--- src/rtl/nn_pkg.sv ---
// Shared definitions for the dense-layer engine: state encoding, default
// fixed-point widths and a constant clog2 helper for address widths.
package nn_pkg;

    localparam logic [2:0] ST_IDLE  = 3'd0;
    localparam logic [2:0] ST_LOAD  = 3'd1;
    localparam logic [2:0] ST_MAC   = 3'd2;
    localparam logic [2:0] ST_WRITE = 3'd3;
    localparam logic [2:0] ST_DONE  = 3'd4;

    localparam int DEF_DATA_W    = 8;
    localparam int DEF_ACC_W     = 28;
    localparam int DEF_FRAC_BITS = 7;

    function automatic int nn_clog2(input int n);
        int r;
        int v;
        r = 0;
        v = 1;
        while (v < n) begin
            v = v * 2;
            r = r + 1;
        end
        return r;
    endfunction

    // A depth of one still needs a one-bit address port.
    function automatic int nn_addr_w(input int n);
        int r;
        r = nn_clog2(n);
        if (r < 1) begin
            r = 1;
        end
        return r;
    endfunction

endpackage

--- src/rtl/dense_layer_engine_if.sv ---
// Go/Done handshake plus activation/weight/bias read ports and result write
// port of the dense-layer engine; master = engine side, slave = environment.
interface dense_layer_engine_if #(
    parameter int N_IN   = 784,
    parameter int N_OUT  = 16,
    parameter int DATA_W = nn_pkg::DEF_DATA_W
) ();

    localparam int IN_AW  = nn_pkg::nn_addr_w(N_IN);
    localparam int W_AW   = nn_pkg::nn_addr_w(N_IN * N_OUT);
    localparam int OUT_AW = nn_pkg::nn_addr_w(N_OUT);

    logic              go;
    logic              busy;
    logic              done;
    logic [IN_AW-1:0]  in_addr;
    logic [DATA_W-1:0] in_data;
    logic [W_AW-1:0]   w_addr;
    logic [DATA_W-1:0] w_data;
    logic [OUT_AW-1:0] b_addr;
    logic [DATA_W-1:0] b_data;
    logic [OUT_AW-1:0] out_addr;
    logic [DATA_W-1:0] out_data;
    logic              out_we;

    modport master (
        input  go,
        output busy,
        output done,
        output in_addr,
        input  in_data,
        output w_addr,
        input  w_data,
        output b_addr,
        input  b_data,
        output out_addr,
        output out_data,
        output out_we
    );

    modport slave (
        output go,
        input  busy,
        input  done,
        input  in_addr,
        output in_data,
        input  w_addr,
        output w_data,
        input  b_addr,
        output b_data,
        input  out_addr,
        input  out_data,
        input  out_we
    );

endinterface

--- src/rtl/nn_sat_act.sv ---
// Combinational output stage: arithmetic shift by FRAC_BITS, clamp to the
// signed DATA_W range, then ReLU when DENSE_LAYER_RELU_EN is defined.
module nn_sat_act
    import nn_pkg::*;
#(
    parameter int ACC_W     = DEF_ACC_W,
    parameter int DATA_W    = DEF_DATA_W,
    parameter int FRAC_BITS = DEF_FRAC_BITS
) (
    input  logic signed [ACC_W-1:0]  acc,
    output logic signed [DATA_W-1:0] result
);

    localparam logic signed [ACC_W-1:0] POS_MAX = {{(ACC_W-DATA_W+1){1'b0}}, {(DATA_W-1){1'b1}}};
    localparam logic signed [ACC_W-1:0] NEG_MIN = {{(ACC_W-DATA_W+1){1'b1}}, {(DATA_W-1){1'b0}}};
    localparam logic signed [DATA_W-1:0] OUT_MAX = {1'b0, {(DATA_W-1){1'b1}}};
    localparam logic signed [DATA_W-1:0] OUT_MIN = {1'b1, {(DATA_W-1){1'b0}}};

    logic signed [ACC_W-1:0]  shifted_s;
    logic signed [DATA_W-1:0] sat_s;

    // Floor-shift and clamp, then apply the build-selected activation.
    always_comb begin
        shifted_s = acc >>> FRAC_BITS;
        if (shifted_s > POS_MAX) begin
            sat_s = OUT_MAX;
        end else if (shifted_s < NEG_MIN) begin
            sat_s = OUT_MIN;
        end else begin
            sat_s = shifted_s[DATA_W-1:0];
        end
`ifdef DENSE_LAYER_RELU_EN
        if (sat_s[DATA_W-1]) begin
            result = {DATA_W{1'b0}};
        end else begin
            result = sat_s;
        end
`else
        result = sat_s;
`endif
    end

endmodule

--- src/rtl/dense_layer_engine.sv ---
// One go pulse computes a full fully-connected layer from 1-cycle-latency
// memories. ReLU output stage selected by DENSE_LAYER_RELU_EN (default: linear).
module dense_layer_engine
    import nn_pkg::*;
#(
    parameter int N_IN      = 784,
    parameter int N_OUT     = 16,
    parameter int DATA_W    = DEF_DATA_W,
    parameter int ACC_W     = DEF_ACC_W,
    parameter int FRAC_BITS = DEF_FRAC_BITS
) (
    input  logic clock,
    input  logic reset,
    dense_layer_engine_if.master bus
);

    localparam int IA = nn_addr_w(N_IN);
    localparam int WA = nn_addr_w(N_IN * N_OUT);
    localparam int OA = nn_addr_w(N_OUT);
    localparam logic [IA-1:0] K_LAST    = IA'(N_IN - 1);
    localparam logic [OA-1:0] J_LAST    = OA'(N_OUT - 1);
    localparam logic [WA-1:0] BASE_STEP = WA'(N_IN);
    localparam logic          MULTI_IN  = (N_IN > 1);

    logic [2:0]               state_r;
    logic [2:0]               state_next_s;
    logic [OA-1:0]            j_r;
    logic [IA-1:0]            k_r;
    logic [WA-1:0]            base_r;
    logic signed [ACC_W-1:0]  acc_r;
    logic [IA-1:0]            in_addr_r;
    logic [WA-1:0]            w_addr_r;
    logic [OA-1:0]            b_addr_r;
    logic [OA-1:0]            out_addr_r;
    logic [DATA_W-1:0]        out_data_r;
    logic                     out_we_r;
    logic                     busy_r;
    logic                     done_r;

    logic signed [2*DATA_W-1:0] in_ext_s;
    logic signed [2*DATA_W-1:0] w_ext_s;
    logic signed [2*DATA_W-1:0] product_s;
    logic signed [ACC_W-1:0]    prod_ext_s;
    logic signed [ACC_W-1:0]    bias_shift_s;
    logic signed [ACC_W-1:0]    acc_base_s;
    logic signed [ACC_W-1:0]    mac_sum_s;
    logic signed [DATA_W-1:0]   act_s;
    logic                       k_last_s;
    logic                       j_last_s;
    logic                       issue_s;

    assign k_last_s = (k_r == K_LAST);
    assign j_last_s = (j_r == J_LAST);
    assign issue_s  = ((32'(k_r) + 32'd2) < 32'(N_IN));

    // Signed product and accumulator update; k=0 seeds with the scaled bias.
    always_comb begin
        in_ext_s     = {{DATA_W{bus.in_data[DATA_W-1]}}, bus.in_data};
        w_ext_s      = {{DATA_W{bus.w_data[DATA_W-1]}}, bus.w_data};
        product_s    = in_ext_s * w_ext_s;
        prod_ext_s   = {{(ACC_W-2*DATA_W){product_s[2*DATA_W-1]}}, product_s};
        bias_shift_s = {{(ACC_W-DATA_W){bus.b_data[DATA_W-1]}}, bus.b_data} <<< FRAC_BITS;
        if (k_r == {IA{1'b0}}) begin
            acc_base_s = bias_shift_s;
        end else begin
            acc_base_s = acc_r;
        end
        mac_sum_s = acc_base_s + prod_ext_s;
    end

    nn_sat_act #(
        .ACC_W     (ACC_W),
        .DATA_W    (DATA_W),
        .FRAC_BITS (FRAC_BITS)
    ) u_sat_act (
        .acc    (mac_sum_s),
        .result (act_s)
    );

    // Sequencing: IDLE -> (LOAD -> MAC x N_IN -> WRITE) x N_OUT -> DONE.
    always_comb begin
        state_next_s = state_r;
        case (state_r)
            ST_IDLE: begin
                if (bus.go) begin
                    state_next_s = ST_LOAD;
                end else begin
                    state_next_s = ST_IDLE;
                end
            end
            ST_LOAD: state_next_s = ST_MAC;
            ST_MAC: begin
                if (k_last_s) begin
                    state_next_s = ST_WRITE;
                end else begin
                    state_next_s = ST_MAC;
                end
            end
            ST_WRITE: begin
                if (j_last_s) begin
                    state_next_s = ST_DONE;
                end else begin
                    state_next_s = ST_LOAD;
                end
            end
            ST_DONE: state_next_s = ST_IDLE;
            default: state_next_s = ST_IDLE;
        endcase
    end

    // Datapath and output registers; the result is captured on the last MAC
    // edge so out_we/out_data are presented during the WRITE cycle.
    always_ff @(posedge clock) begin
        if (reset) begin
            state_r    <= ST_IDLE;
            j_r        <= {OA{1'b0}};
            k_r        <= {IA{1'b0}};
            base_r     <= {WA{1'b0}};
            acc_r      <= {ACC_W{1'b0}};
            in_addr_r  <= {IA{1'b0}};
            w_addr_r   <= {WA{1'b0}};
            b_addr_r   <= {OA{1'b0}};
            out_addr_r <= {OA{1'b0}};
            out_data_r <= {DATA_W{1'b0}};
            out_we_r   <= 1'b0;
            busy_r     <= 1'b0;
            done_r     <= 1'b0;
        end else begin
            state_r  <= state_next_s;
            busy_r   <= (state_next_s != ST_IDLE);
            done_r   <= (state_next_s == ST_DONE);
            out_we_r <= 1'b0;
            case (state_r)
                ST_IDLE: begin
                    if (bus.go) begin
                        j_r       <= {OA{1'b0}};
                        base_r    <= {WA{1'b0}};
                        b_addr_r  <= {OA{1'b0}};
                        in_addr_r <= {IA{1'b0}};
                        w_addr_r  <= {WA{1'b0}};
                    end
                end
                ST_LOAD: begin
                    k_r <= {IA{1'b0}};
                    if (MULTI_IN) begin
                        in_addr_r <= in_addr_r + IA'(1);
                        w_addr_r  <= w_addr_r + WA'(1);
                    end
                end
                ST_MAC: begin
                    acc_r <= mac_sum_s;
                    k_r   <= k_r + IA'(1);
                    if (issue_s) begin
                        in_addr_r <= in_addr_r + IA'(1);
                        w_addr_r  <= w_addr_r + WA'(1);
                    end
                    if (k_last_s) begin
                        out_we_r   <= 1'b1;
                        out_addr_r <= j_r;
                        out_data_r <= act_s;
                    end
                end
                ST_WRITE: begin
                    base_r <= base_r + BASE_STEP;
                    if (!j_last_s) begin
                        j_r       <= j_r + OA'(1);
                        b_addr_r  <= j_r + OA'(1);
                        in_addr_r <= {IA{1'b0}};
                        w_addr_r  <= base_r + BASE_STEP;
                    end
                end
                default: begin
                end
            endcase
        end
    end

    assign bus.busy     = busy_r;
    assign bus.done     = done_r;
    assign bus.in_addr  = in_addr_r;
    assign bus.w_addr   = w_addr_r;
    assign bus.b_addr   = b_addr_r;
    assign bus.out_addr = out_addr_r;
    assign bus.out_data = out_data_r;
    assign bus.out_we   = out_we_r;

endmodule
--- src/flat_wrapper.sv ---
// flat-port wrapper written by rule: the top's interface ports become plain ports
module dense_layer_engine_flat import nn_pkg::*;
#(
    parameter int N_IN      = 784,
    parameter int N_OUT     = 16,
    parameter int DATA_W    = DEF_DATA_W,
    parameter int ACC_W     = DEF_ACC_W,
    parameter int FRAC_BITS = DEF_FRAC_BITS
)
  (clock, reset, bus_go, bus_busy, bus_done, bus_in_addr, bus_in_data, bus_w_addr, bus_w_data, bus_b_addr, bus_b_data, bus_out_addr, bus_out_data, bus_out_we);
  dense_layer_engine_if #(.N_IN(N_IN), .N_OUT(N_OUT), .DATA_W(DATA_W)) bus_i ();
  input  logic clock;
  input  logic reset;
  input wire logic [$bits(bus_i.go)-1:0] bus_go;
  output wire logic [$bits(bus_i.busy)-1:0] bus_busy;
  output wire logic [$bits(bus_i.done)-1:0] bus_done;
  output wire logic [$bits(bus_i.in_addr)-1:0] bus_in_addr;
  input wire logic [$bits(bus_i.in_data)-1:0] bus_in_data;
  output wire logic [$bits(bus_i.w_addr)-1:0] bus_w_addr;
  input wire logic [$bits(bus_i.w_data)-1:0] bus_w_data;
  output wire logic [$bits(bus_i.b_addr)-1:0] bus_b_addr;
  input wire logic [$bits(bus_i.b_data)-1:0] bus_b_data;
  output wire logic [$bits(bus_i.out_addr)-1:0] bus_out_addr;
  output wire logic [$bits(bus_i.out_data)-1:0] bus_out_data;
  output wire logic [$bits(bus_i.out_we)-1:0] bus_out_we;
  assign bus_i.go = bus_go;
  assign bus_busy = bus_i.busy;
  assign bus_done = bus_i.done;
  assign bus_in_addr = bus_i.in_addr;
  assign bus_i.in_data = bus_in_data;
  assign bus_w_addr = bus_i.w_addr;
  assign bus_i.w_data = bus_w_data;
  assign bus_b_addr = bus_i.b_addr;
  assign bus_i.b_data = bus_b_data;
  assign bus_out_addr = bus_i.out_addr;
  assign bus_out_data = bus_i.out_data;
  assign bus_out_we = bus_i.out_we;
  dense_layer_engine #(.N_IN(N_IN), .N_OUT(N_OUT), .DATA_W(DATA_W), .ACC_W(ACC_W), .FRAC_BITS(FRAC_BITS)) u_core (.clock(clock), .reset(reset), .bus(bus_i));
endmodule
--- config.mk ---
export PLATFORM = sky130hd
export DESIGN_NAME = dense_layer_engine_flat
export DESIGN_NICKNAME = d
export VERILOG_FILES = /design/src/rtl/nn_pkg.sv /design/src/rtl/dense_layer_engine_if.sv /design/src/rtl/nn_sat_act.sv /design/src/rtl/dense_layer_engine.sv /design/src/flat_wrapper.sv
export SDC_FILE = /design/constraint.sdc
export NUM_CORES = 1
export LEC_CHECK = 0
export BUFFER_PORTS_ARGS = -buffer_cell sky130_fd_sc_hd__buf_4
export CORE_ASPECT_RATIO = 0.6
export CORE_MARGIN = 5
export CORE_UTILIZATION = 62
export DETAILED_ROUTE_END_ITERATION = 7
export HOLD_SLACK_MARGIN = 0.05
export PLACE_DENSITY = 0.9
export SLEW_MARGIN = 20
export SYNTH_ARGS = -nofsm -noshare
export SYNTH_HDL_FRONTEND = slang
export SYNTH_HIERARCHICAL = 1
export SYNTH_SLANG_ARGS = --single-unit
--- constraint.sdc ---
create_clock -name clock -period 9.05 [get_ports clock]
set_clock_uncertainty 0.15 [all_clocks]
set_input_delay 1.81 -clock clock [delete_from_list [all_inputs] [get_ports clock]]
set_output_delay 1.81 -clock clock [all_outputs]
set_load 0.01 [all_outputs]
==> metrics.md <==
| Metric | Value |
|---|---|
| H-Tree Level Count | 3 |
| CTS clk-pin slew, worst paths | approximately 0.06 ns |
| TNS Setup | 0 ns |
| Hold-critical path depth | 2 |
| Hold Vio Cnt, Final | 0 |
| Core Box Area | approximately 14000 um^2 |
| Starting Density | 62.9% |
| Synthesized area per cell | approximately 9.0 um^2 |
| Avg WL per Cell | 16.7 um |
| Mapped Area | 9080 um^2 |
| CP dominant cell by count | fa_1 |
| Reg2Reg Depth | 23 |
| Crit path max fanout | 9 |
| GR Util met2 | between 30 and 40% |
| Asr flop ratio synth | 0% |
| Largest net degree at the start of global routing | 67 |
| Max Slew Vio Count | 0 |
| Syn Inst Count | slightly above 1000 |
| CP Capture Type | register |
| FP Rows | 34 |
| Reg2reg start | u_core/k_r[4]$_SDFFE_PP0P_ |
| Synth warnings | 6 |
| CP Data Arrival Time | about 8.4 ns |
| DP Wirelength | ~17 mm |
| Gpl congestion | between 0.9 and 1 |
| Highest Clock Rate | between 0.1 and 0.15 GHz |
| Status | completed |
| Max clock buf depth | 2 |
| Grt met3 use | 3.35% |
| Initial DRC count | between 600 and 700 |
| Slew at the pin closest to its max-slew limit | 1.04 ns |
| Buffers on Ports | 69 |
| CTS tree | done |
| Vias per cell | roughly 5.7 |
| Post-CTS Setup Inserts | 0 |
| Initial antenna violation count | 0 |
| RSZ-0062 raised after global routing | no |
| Commonest non-fill, non-tap cell in the layout | nand2_1 |
| Worst skew pair latency | 0.34 ns |
| Die area | 17200 um^2 |
| Crit-path leading delay family | adder cells |
| Area Overhead vs Synth | 10.8% |
| Drc violations | 0 |
| Total CTS buffers | 9 |
| Root buf cell | clkbuf_16 |
| Min-delay worst type | reg2reg |
| CP max stage delay | ~0.75 ns |
| First-pass GRT wire length | 36.8 mm |
| Critical R2R Capture | u_core/bus.out_data[2]$_SDFFE_PP0P_ |
| Sequential cell area | approximately 1900 um^2 |
| GRT Overall Usage | 25.4% |
| DRT Wirelength | between 20 and 25 mm |
| I/O pin count | 70 |
| Hold_sp | u_core/acc_r[20]$_SDFFE_PP0P_ |
| # fillers | ~1100 |
| Hold EP | u_core/acc_r[20]$_SDFFE_PP0P_ |
| CP startpoint kind | input port |
| Req. time, crit path | between 9 and 10 ns |
| Number of synthesized flops with an enable pin | 0 |
| Vert. Die Dim | slightly above 100 um |
| Top Usage Layer GRT | met2 |
| Leakage | around 4.6 nW |
| #FFs+latches synth | 94 |
| Syn nets | approximately 1200 |
| GRT overflow | 0 |
| CTS sink cnt | 94 |
| Count of final setup violators | 0 |
| Vias in the first global route | 7377 |
| Layout cells sized above 1 | between 10% and 20% |
| Buffers and inverters on the worst path | 3 |
| Most frequent cells in the layout | 150 x nand2_1, 120 x fa_1, 94 x dfxtp_1, 88 x nor2_1, 85 x inv_1 |
| Main synth FF type | dfxtp_1 |
| Core Util, Final | a little over two thirds |
| Slowest CP cell | fa_1 |
| Global Route met1 Usage | between 30% and 40% |
| Synth unique cells | between 60 and 70 |
| Post-CTS sizing | 0 |
| Sequential-to-total area share from yosys stat | 20.7% |
| Tcrit/Tclk final | 91.7% |
| R2R setup slack | about 1.6 ns |
| Final ANT Viol Nets | 0 |
| Via count | about 7300 |
| Slew margin rel. | between 30 and 40% |
| Max VDD drop | 541 uV |
| Cts hold-fix bufs | 0 |
| Critical Path, Cell by Cell | buf_4, and2_1, fa_1, inv_1, fa_1, inv_1, fa_1, fa_1, ha_1, ha_1, a21o_1, a21o_1, a2111o_1, o221ai_1, o21ai_1, xor2_1, nor4_1, a41oi_1, a21o_1, mux2i_1, nor2_1 |
| Total of max-cap violations | 0 |
| Nets | between 1000 and 1500 |
| PD cells | approximately 420 nW/um^2 |
| Die X-Extent | ~170 um |
| Final min period | between 8 and 9 ns |
| Antenna cells | 0 |
| Crit Path Category | in2reg |
| Multi-input gate area | approximately 6700 um^2 |
| DRT Pass-1 Iters | 5 |
-- cell families (layout without fill, tap and decap cells) --
| family | count (synthesis) | after routing | share of synthesized area (%) |
|---|---|---|---|
| and+or+nand+nor | 375 | 375 | 19.7 |
| adders and majority gates | 188 | 188 | 35.8 |
| AOI/OAI and AO/OA | 163 | 163 | 11.5 |
| buffers and inverters | 120 | 179 | 5.03 |
| DFF | 94 | 94 | 20.7 |
| xor gates and xnor gates | 51 | 51 | 5.00 |
| muxes | 19 | 19 | 2.19 |
-- layout make-up --
type,instances,area share (%)
Inverter,86,3.21
Clock buffer,10,2.38
Sequential cell,94,18.7
Clock inverter,6,0.435
Multi-Input combinational cell,796,67.1
Tap cell,198,2.46
Timing Repair Buffer,77,5.75
-- Yosys cell counts, drive strengths merged (3+ instances only) --
cell	count	area share, %
a31oi	6	0.41
xor2	21	2.0
o22ai	5	0.34
nor3b	4	0.39
and3	16	1.1
ha	68	9.4
nor3	14	0.77
nand3	24	1.5
xnor2	30	3.0
nand4	9	0.85
nand2	151	6.3
mux2	7	0.87
a22oi	8	0.66
a21oi	70	3.9
dfxtp	94	21
buf	5	0.28
or2	4	0.28
and2	44	3.0
nor4	4	0.51
nand3b	3	0.25
a21o	17	1.4
fa	120	26
nor2b	3	0.21
inv	85	3.5
nor2	88	3.6
o21ai	28	1.5
mux2i	12	1.3
nor4b	3	0.29
clkbuf	29	1.2
a211oi	8	0.66
-- worst max path at each step --
stage / from / end / cells after the start
after global routing: bus_w_data[2] / u_core/bus.out_data[2]$_SDFFE_PP0P_ / 23
after detailed placement: bus_w_data[3] / u_core/bus.out_data[4]$_SDFFE_PP0P_ / 21
after global placement: bus_w_data[3] / u_core/bus.out_data[4]$_SDFFE_PP0P_ / 21
final: bus_w_data[3] / u_core/bus.out_data[2]$_SDFFE_PP0P_ / 21
after CTS: bus_w_data[3] / u_core/bus.out_data[4]$_SDFFE_PP0P_ / 21
after floorplan: bus_in_data[7] / u_core/bus.out_data[2]$_SDFFE_PP0P_ / 21
-- through the flow --
stage / area, um^2 / instances / setup WS (ns) / total power, W / hold slack, ns
finish: 10100 / 1267 / 0.747 / 0.00420 / 0.312
floorplan: 9080 / 1010 / 0.998 / 0.00307 / 0.282
global route: 10100 / 1267 / 0.319 / 0.00459 / 0.332
global placement: 9770 / 1251 / 0.677 / 0.00364 / 0.288
detailed placement: 9770 / 1251 / 0.435 / 0.00376 / 0.295
CTS: 10100 / 1267 / 0.759 / 0.00415 / 0.312
-- routing by layer --
metal  routed length, um  vias up
met5                   0        -
li1                    -     3453
met1               10000     3515
met3                1130       33
met4                 333        0
met2                9690      258
-- flip-flops by register name, indices dropped and copies added, names as in the netlist, 3 cells and up --
signal,cells
u_core/acc_r,28
u_core/bus.w_addr,14
u_core/base_r,10
u_core/bus.in_addr,10
u_core/k_r,10
u_core/bus.out_data,8
u_core/bus.b_addr,4
u_core/bus.out_addr,4
u_core/state_r,3
-- power by group --
group	internal, W	leakage, nW	total [W]	switching [W]
clock network	0.000195	0.139	0.000360	0.000165
logic	0.00132	3.70	0.00334	0.00202
registers	0.000464	0.760	0.000496	0.0000329
-- worst reg2reg max path: cells and delay by family, from the launching register on --
family                     cells  cell delay [ns]
DFF                            1             0.37
adders and majority gates      6             2.64
and+or+nand+nor                5             1.41
muxes                          2             0.60
xor gates and xnor gates       1             0.15
AOI/OAI and AO/OA              7             1.86
buffers and inverters          2             0.10
Note: power is estimated with default switching activity, not from simulation.
